<file path="config.mk">
export PLATFORM = sky130hd
export DESIGN_NAME = sd4_accumulator
export DESIGN_NICKNAME = d
export VERILOG_FILES = /design/src/rtl/sd4_pkg.sv /design/src/rtl/sd4_term_shifter.sv /design/src/rtl/sd4_accumulator.sv
export SDC_FILE = /design/constraint.sdc
export NUM_CORES = 1
export LEC_CHECK = 0
export CORE_UTILIZATION = 45
export DETAILED_ROUTE_END_ITERATION = 7
export HOLD_SLACK_MARGIN = 0.05
export PLACE_DENSITY = 0.81
export SLEW_MARGIN = 20
export SYNTH_ARGS = -nofsm -noshare
export SYNTH_HDL_FRONTEND = slang
export SYNTH_SLANG_ARGS = --single-unit
</file>
<file path="constraint.sdc">
create_clock -name clk -period 2.75 [get_ports clk]
set_input_delay 0.55 -clock clk [delete_from_list [all_inputs] [get_ports clk]]
set_output_delay 0.55 -clock clk [all_outputs]
set_load 0.1 [all_outputs]
</file>
<file path="src/rtl/sd4_pkg.sv">
// Shared types, defaults and saturation-limit helpers for the SD4 accumulator slice.
package sd4_pkg;

   typedef enum logic [1:0] {
      IDLE  = 2'd0,
      ACCUM = 2'd1,
      DRAIN = 2'd2,
      HOLD  = 2'd3
   } sd4_state_e;

   localparam int ACC_W_DEF = 24;
   localparam int CNT_W_DEF = 8;
   localparam int EXP_MAX   = 15;
   localparam int PP_W      = 5;

   // A legal term is at most PP_W+EXP_MAX bits; narrower accumulators still see it exactly.
   localparam int TERM_FULL_W = PP_W + EXP_MAX;

   function automatic int term_w(input int acc_w);
      return (acc_w > TERM_FULL_W) ? acc_w : TERM_FULL_W;
   endfunction

   function automatic longint sat_hi(input int acc_w);
      return (longint'(1) << (acc_w - 1)) - longint'(1);
   endfunction

   function automatic longint sat_lo(input int acc_w);
      return -(longint'(1) << (acc_w - 1));
   endfunction

endpackage

</file>
<file path="src/rtl/sd4_term_shifter.sv">
// Combinational term former: sign-extends the partial product and shifts it by exp.
module sd4_term_shifter
   import sd4_pkg::*;
#(
   parameter int ACC_W  = ACC_W_DEF,
   parameter int TERM_W = term_w(ACC_W)
) (
   input  logic [4:0]        signed_pp,
   input  logic [4:0]        exp,
   output logic [TERM_W-1:0] term,
   output logic              exp_err
);

   logic [TERM_W-1:0] pp_ext;

   always_comb begin
      pp_ext  = {{(TERM_W-5){signed_pp[4]}}, signed_pp};
      exp_err = (exp > 5'(EXP_MAX));
      term    = exp_err ? '0 : (pp_ext << exp[3:0]);
   end

endmodule

</file>
<file path="src/rtl/sd4_accumulator.sv">
// Two-stage saturating accumulator for SD4 partial products with a valid/ready result port.
module sd4_accumulator
   import sd4_pkg::*;
#(
   parameter int ACC_W = ACC_W_DEF,
   parameter int CNT_W = CNT_W_DEF
) (
   input  logic             clk,
   input  logic             rst_n,
   input  logic             in_valid,
   output logic             in_ready,
   input  logic [4:0]       signed_pp,
   input  logic [4:0]       exp,
   input  logic             in_last,
   output logic             out_valid,
   input  logic             out_ready,
   output logic [ACC_W-1:0] acc_out,
   output logic [CNT_W-1:0] out_cnt,
   output logic             ovf,
   output logic             err,
   output logic [1:0]       dbg_state
);

   // Handshakes: a transfer happens only on a rising edge where valid and ready are both high;
   // the sender holds its payload stable until then, and ready never depends on valid.

   localparam int TERM_W = term_w(ACC_W);
   localparam int SUM_W  = TERM_W + 1;
   localparam logic signed [SUM_W-1:0] SAT_HI = SUM_W'(sat_hi(ACC_W));
   localparam logic signed [SUM_W-1:0] SAT_LO = SUM_W'(sat_lo(ACC_W));
   localparam logic [CNT_W-1:0] CNT_MAX = '1;

   sd4_state_e state_q, state_d;
   logic              in_ready_q;
   logic              s1_valid;
   logic [TERM_W-1:0] s1_term;
   logic              s1_err;
   logic [ACC_W-1:0]  acc_q;
   logic [CNT_W-1:0]  cnt_q;
   logic              ovf_q, err_q;

   logic [TERM_W-1:0]       term_c;
   logic                    exp_err_c;
   logic                    accept, cnt_full, clamp_hi, clamp_lo;
   logic signed [SUM_W-1:0] sum_c;
   logic [ACC_W-1:0]        acc_next;

   sd4_term_shifter #(.ACC_W(ACC_W), .TERM_W(TERM_W)) u_shifter (
      .signed_pp (signed_pp),
      .exp       (exp),
      .term      (term_c),
      .exp_err   (exp_err_c)
   );

   assign accept   = in_valid && in_ready_q;
   assign cnt_full = (cnt_q == CNT_MAX);

   always_comb begin
      sum_c    = {{(SUM_W-ACC_W){acc_q[ACC_W-1]}}, acc_q}
               + {{(SUM_W-TERM_W){s1_term[TERM_W-1]}}, s1_term};
      clamp_hi = (sum_c > SAT_HI);
      clamp_lo = (sum_c < SAT_LO);
      acc_next = clamp_hi ? SAT_HI[ACC_W-1:0] :
                 clamp_lo ? SAT_LO[ACC_W-1:0] : sum_c[ACC_W-1:0];
   end

   // DRAIN waits for S1 to empty, so the result is visible two edges after the last accept.
   always_comb begin
      state_d = state_q;
      case (state_q)
         IDLE, ACCUM: if (accept) state_d = in_last ? DRAIN : ACCUM;
         DRAIN:       if (!s1_valid) state_d = HOLD;
         HOLD:        if (out_ready) state_d = IDLE;
         default:     state_d = IDLE;
      endcase
   end

   always_ff @(posedge clk or negedge rst_n) begin
      if (!rst_n) begin
         state_q    <= IDLE;
         in_ready_q <= 1'b0;
         s1_valid   <= 1'b0;
         s1_term    <= '0;
         s1_err     <= 1'b0;
         acc_q      <= '0;
         cnt_q      <= '0;
         ovf_q      <= 1'b0;
         err_q      <= 1'b0;
      end else begin
         state_q    <= state_d;
         in_ready_q <= (state_d == IDLE) || (state_d == ACCUM);
         s1_valid   <= accept;
         if (accept) begin
            s1_term <= term_c;
            s1_err  <= exp_err_c | cnt_full;
            if (!cnt_full) cnt_q <= cnt_q + 1'b1;
         end
         if (s1_valid) begin
            acc_q <= acc_next;
            ovf_q <= ovf_q | clamp_hi | clamp_lo;
            err_q <= err_q | s1_err;
         end
         if (state_q == HOLD && out_ready) begin
            acc_q <= '0;
            cnt_q <= '0;
            ovf_q <= 1'b0;
            err_q <= 1'b0;
         end
      end
   end

   assign in_ready  = in_ready_q;
   assign out_valid = (state_q == HOLD);
   assign acc_out   = acc_q;
   assign out_cnt   = cnt_q;
   assign ovf       = ovf_q;
   assign err       = err_q;
   assign dbg_state = state_q;

endmodule

</file>
==> reports/qor.txt <==
SETUP PATH
-------------------------------------------------------------------------------------------------
Kind of critical path                                                                     reg2reg
Maximum fanout encountered on the critical timing path                                         17
Critical Path, Cell by Cell                                                          ha_4 > inv_2 > fa_2 > and2b_2 > o2111ai_4 > a21boi_2 > o211ai_2 > a21o_4 > a211oi_4 > a31oi_4 > buf_12 > o211ai_1
Crit path DAT                                                                             3.09 ns
Delay of the slowest critical-path stage                                                  0.42 ns
Register-to-Register Path Depth                                                                12
CP top delay family                                                                  compound AO/OA/AOI/OAI gates
CP startpoint kind                                                                           flop
CP endpoint kind                                                                             flop
Worst path buffer plus inverter count                                                           2
Total number of cells along the worst setup path                                               12
Data required time of the worst path                                                      3.00 ns
Cell with the biggest individual delay on the critical path                          sky130_fd_sc_hd__dfrtp_1

YOSYS
-------------------------------------------------------------------------------------------------
Ys flop type                                                                         sky130_fd_sc_hd__dfrtp_1
Synth Warn #                                                                                    0
Sequential area share after synthesis                                                       0.354
Synth Instances                                                                               453
Async SR Flop Fraction                                                                       1.00
Number of distinct library cell variants in the gate-level netlist after synthesis             66
Netlist Area Pre-Place                                                                   4170 µm²
Register bit count reported by yosys                                                           59
Average footprint of a synthesized cell                                                  9.20 µm²
Nets in the synthesized netlist                                                               494
EDFF count, synth                                                                               0

CLOCKING
-------------------------------------------------------------------------------------------------
Cts bufs inserted                                                                               9
Clk sink count                                                                                 59
Number of levels the H-tree was split into                                                      3
Clock tree from TritonCTS                                                                   built
Quantity of hold-fixing buffers added after cts                                                 0
Clk Latency, worst-skew pair                                                              0.36 ns
Worst-case clock buffer depth                                                                   2
Clock transition at the registers of the reported paths                                   0.09 ns
Clock tree root driver cell                                                          sky130_fd_sc_hd__clkbuf_8

TIMING
-------------------------------------------------------------------------------------------------
Crit path time final                                                                      2.83 ns
# setup viols final                                                                            24
Hold Vio Cnt, Final                                                                             0
PnR worst setup slack                                                                  -0.0830 ns
Final worst-path cycle share                                                                 1.03
Setup Total Neg Slack                                                                    -1.01 ns
Highest Clock Rate                                                                        353 MHz
Transition time at the pin with the least slew margin                                    0.531 ns
Final Skew                                                                              0.0179 ns
Unrepaired setup endpoints after global routing                                               yes
Slew HR                                                                                     0.643
Number of max-slew violations in the final report                                               0

GLOBAL ROUTE
-------------------------------------------------------------------------------------------------
Global route total overflow                                                                     0
Met2 track demand over resource                                                             0.377
Wire length of the first global-routing pass                                              17.8 mm
Initial antenna violation count                                                                 0
Met3 capacity usage during global routing                                                  0.0329
Vias in the first global route                                                               3643
Peak-usage layer in the global routing report                                                met2
Met1 Use GR                                                                                 0.307
Pin count of the biggest net entering global routing                                           40
Overall track demand over capacity in global routing                                        0.232

ROUTING
-------------------------------------------------------------------------------------------------
Post-detailed-route via-to-cell ratio                                                        5.97
Average routed wire per standard cell                                                     16.9 µm
Drt total wl                                                                              10.8 mm
Number of nets with antenna violations after detailed routing                                   0
Via count                                                                                    3812
Violation count after the first detailed-routing iteration                                    221
DRC violation count after routing                                                               0
Number of iterations in the first detailed-routing pass                                         7

FLOORPLANNING
-------------------------------------------------------------------------------------------------
Starting utilization of the core area                                                       0.471
Die Footprint                                                                            9650 µm²
Area of the placeable core                                                               8850 µm²
Count of boundary I/O pins                                                                     53
Core Rows                                                                                      34
Die span in y                                                                             98.3 µm
Horizontal die dimension                                                                  98.3 µm

STATUS
-------------------------------------------------------------------------------------------------
Violations in the final reports                                                      setup timing
Run status                                                                           finished, violations left

FINISH
-------------------------------------------------------------------------------------------------
Area added between synthesis and finish                                                     25.1%
Fraction of the core area covered by cells at the end of the flow                           0.590
Net count reported at finish                                                                  566
Antenna cell count                                                                              0
Fraction of layout cells with a size suffix above 1                                         0.298
Post-route insts no fill                                                                      638

HOLD PATH
-------------------------------------------------------------------------------------------------
Type of the tightest min-delay check                                                     in2async

POWER AND IR DROP
-------------------------------------------------------------------------------------------------
Proportion of power drawn by flip-flops and latches                                         0.221
P_leak                                                                                 0.00239 µW
Cell internal power dissipation                                                           3090 µW
Peak supply drop                                                                          1250 µV
Sw Share                                                                                    0.545
Portion of total power attributed to combinational logic                                    0.638
Pwr Density                                                                           1300 nW/µm²
Clock Power Share                                                                           0.141
Tot Pwr                                                                                   6790 µW
Net switching power of the design                                                         3700 µW

PLACED DESIGN
-------------------------------------------------------------------------------------------------
Port Buf Inserts                                                                               52
Sum of net half-perimeters after detailed placement                                       7.91 mm
Gpl congestion                                                                              0.953
Cell Count Post-Placement                                                                     613

JOB
-------------------------------------------------------------------------------------------------
Maximum capacitance violations                                                                  0

==> registers in the layout, indices dropped and copies added, names as in the netlist, 2 cells and up <==
register and cells:
acc_out 24, s1_term 20, out_cnt 8, dbg_state 2
==> layout by cell type (no fill, tap or decap), drive strengths merged, types with 3 or more instances in the layout <==
| cell | count |
|---|---|
| a21boi | 3 |
| and2 | 4 |
| xnor2 | 14 |
| buf | 66 |
| mux2 | 5 |
| ha | 25 |
| nand2b | 8 |
| a2111oi | 3 |
| inv | 15 |
| nor2 | 30 |
| nor3 | 8 |
| nor2b | 3 |
| a31oi | 6 |
| o22ai | 4 |
| xor2 | 11 |
| o21bai | 5 |
| o211ai | 22 |
| a21o | 22 |
| nand2 | 61 |
| o21a | 3 |
| clkdlybuf4s50 | 13 |
| clkbuf | 10 |
| a21oi | 33 |
| o21ai | 23 |
| and3 | 4 |
| mux2i | 7 |
| nand4 | 6 |
| a22o | 3 |
| a211oi | 14 |
| and2b | 3 |
| nand3 | 14 |
| dfrtp | 59 |
==> per-layer routing <==
metal,vias up,share of wire
met4,0,0.024
met2,128,0.47
met5,-,0
met1,1846,0.45
li1,1817,-
met3,21,0.053
==> timing repair <==
item | CTS | global route
setup endpoints to repair | 3 | 24
resized for setup | 4 | 16
setup buffers | 1 | 8
pin swaps | 2 | 16
==> power groups by stage <==
stage,logic [µW],clock network [µW],registers [µW]
after floorplan,1960,0,2790
after global placement,4030,0,1500
after detailed placement,4120,0,1510
after CTS,4170,963,1490
after global routing,4620,1000,1540
final,4330,960,1500
==> final cells by class <==
cell class	count	area, µm²
repair buffers	79	652
multi-input cells	363	2640
clock inverters	6	95.1
flip-flops and latches	59	1510
fillers	753	3630
clock buffers	10	138
inverters	13	48.8
well taps	108	135
==> cell families (layout without fill, tap and decap cells) <==
kind of cell,count (synthesis),in the layout,synth area share
flip-flops,59,59,0.354
XOR/XNOR,25,25,0.0525
AO/OA/AOI/OAI,152,152,0.273
buffers and inverters,31,108,0.0453
multiplexers,12,12,0.0303
AND/OR/NAND/NOR,148,148,0.165
adder cells (fa/ha/maj),26,26,0.0798
==> path summary, 6_finish.rpt <==
kind / end / slack, ns / start
setup reg to reg: acc_out[1]$_DFFE_PN0P_ / -0.08 / s1_term[0]$_DFFE_PN0P_
setup / recovery: acc_out[1]$_DFFE_PN0P_ / -0.08 / s1_term[0]$_DFFE_PN0P_
hold reg to reg: s1_term[12]$_DFFE_PN0P_ / 0.50 / s1_term[12]$_DFFE_PN0P_
min in group clk: s1_term[12]$_DFFE_PN0P_ / 0.50 / s1_term[12]$_DFFE_PN0P_
hold / removal: acc_out[17]$_DFFE_PN0P_ / 0.16 / rst_n
max in group asynchronous: acc_out[0]$_DFFE_PN0P_ / 2.10 / rst_n
==> per-stage QoR <==
| step | setup slack, ns | hold WS, ns | area (µm²) |
|---|---|---|---|
| 2_1_floorplan | -0.146 | 0.254 | 4240 |
| 3_3_place_gp | 0.0178 | 0.471 | 4820 |
| 3_5_place_dp | -0.132 | 0.477 | 4820 |
| 4_1_cts | -0.0291 | 0.165 | 5080 |
| 5_1_grt | -0.196 | 0.181 | 5220 |
| 6_report | -0.0830 | 0.160 | 5220 |
==> synth_stat cells (all sizes together), types with 12 or more instances <==
| library cell | instances | area (µm²) |
|---|---|---|
| a211oi | 14 | 128 |
| a21o | 22 | 181 |
| a21oi | 33 | 176 |
| dfrtp | 59 | 1480 |
| ha | 25 | 313 |
| inv | 12 | 45.0 |
| nand2 | 61 | 229 |
| nand3 | 14 | 70.1 |
| nor2 | 30 | 113 |
| o211ai | 22 | 185 |
| o21ai | 23 | 126 |
| xnor2 | 14 | 123 |
No activity file was read; power rests on OpenSTA's default activity.
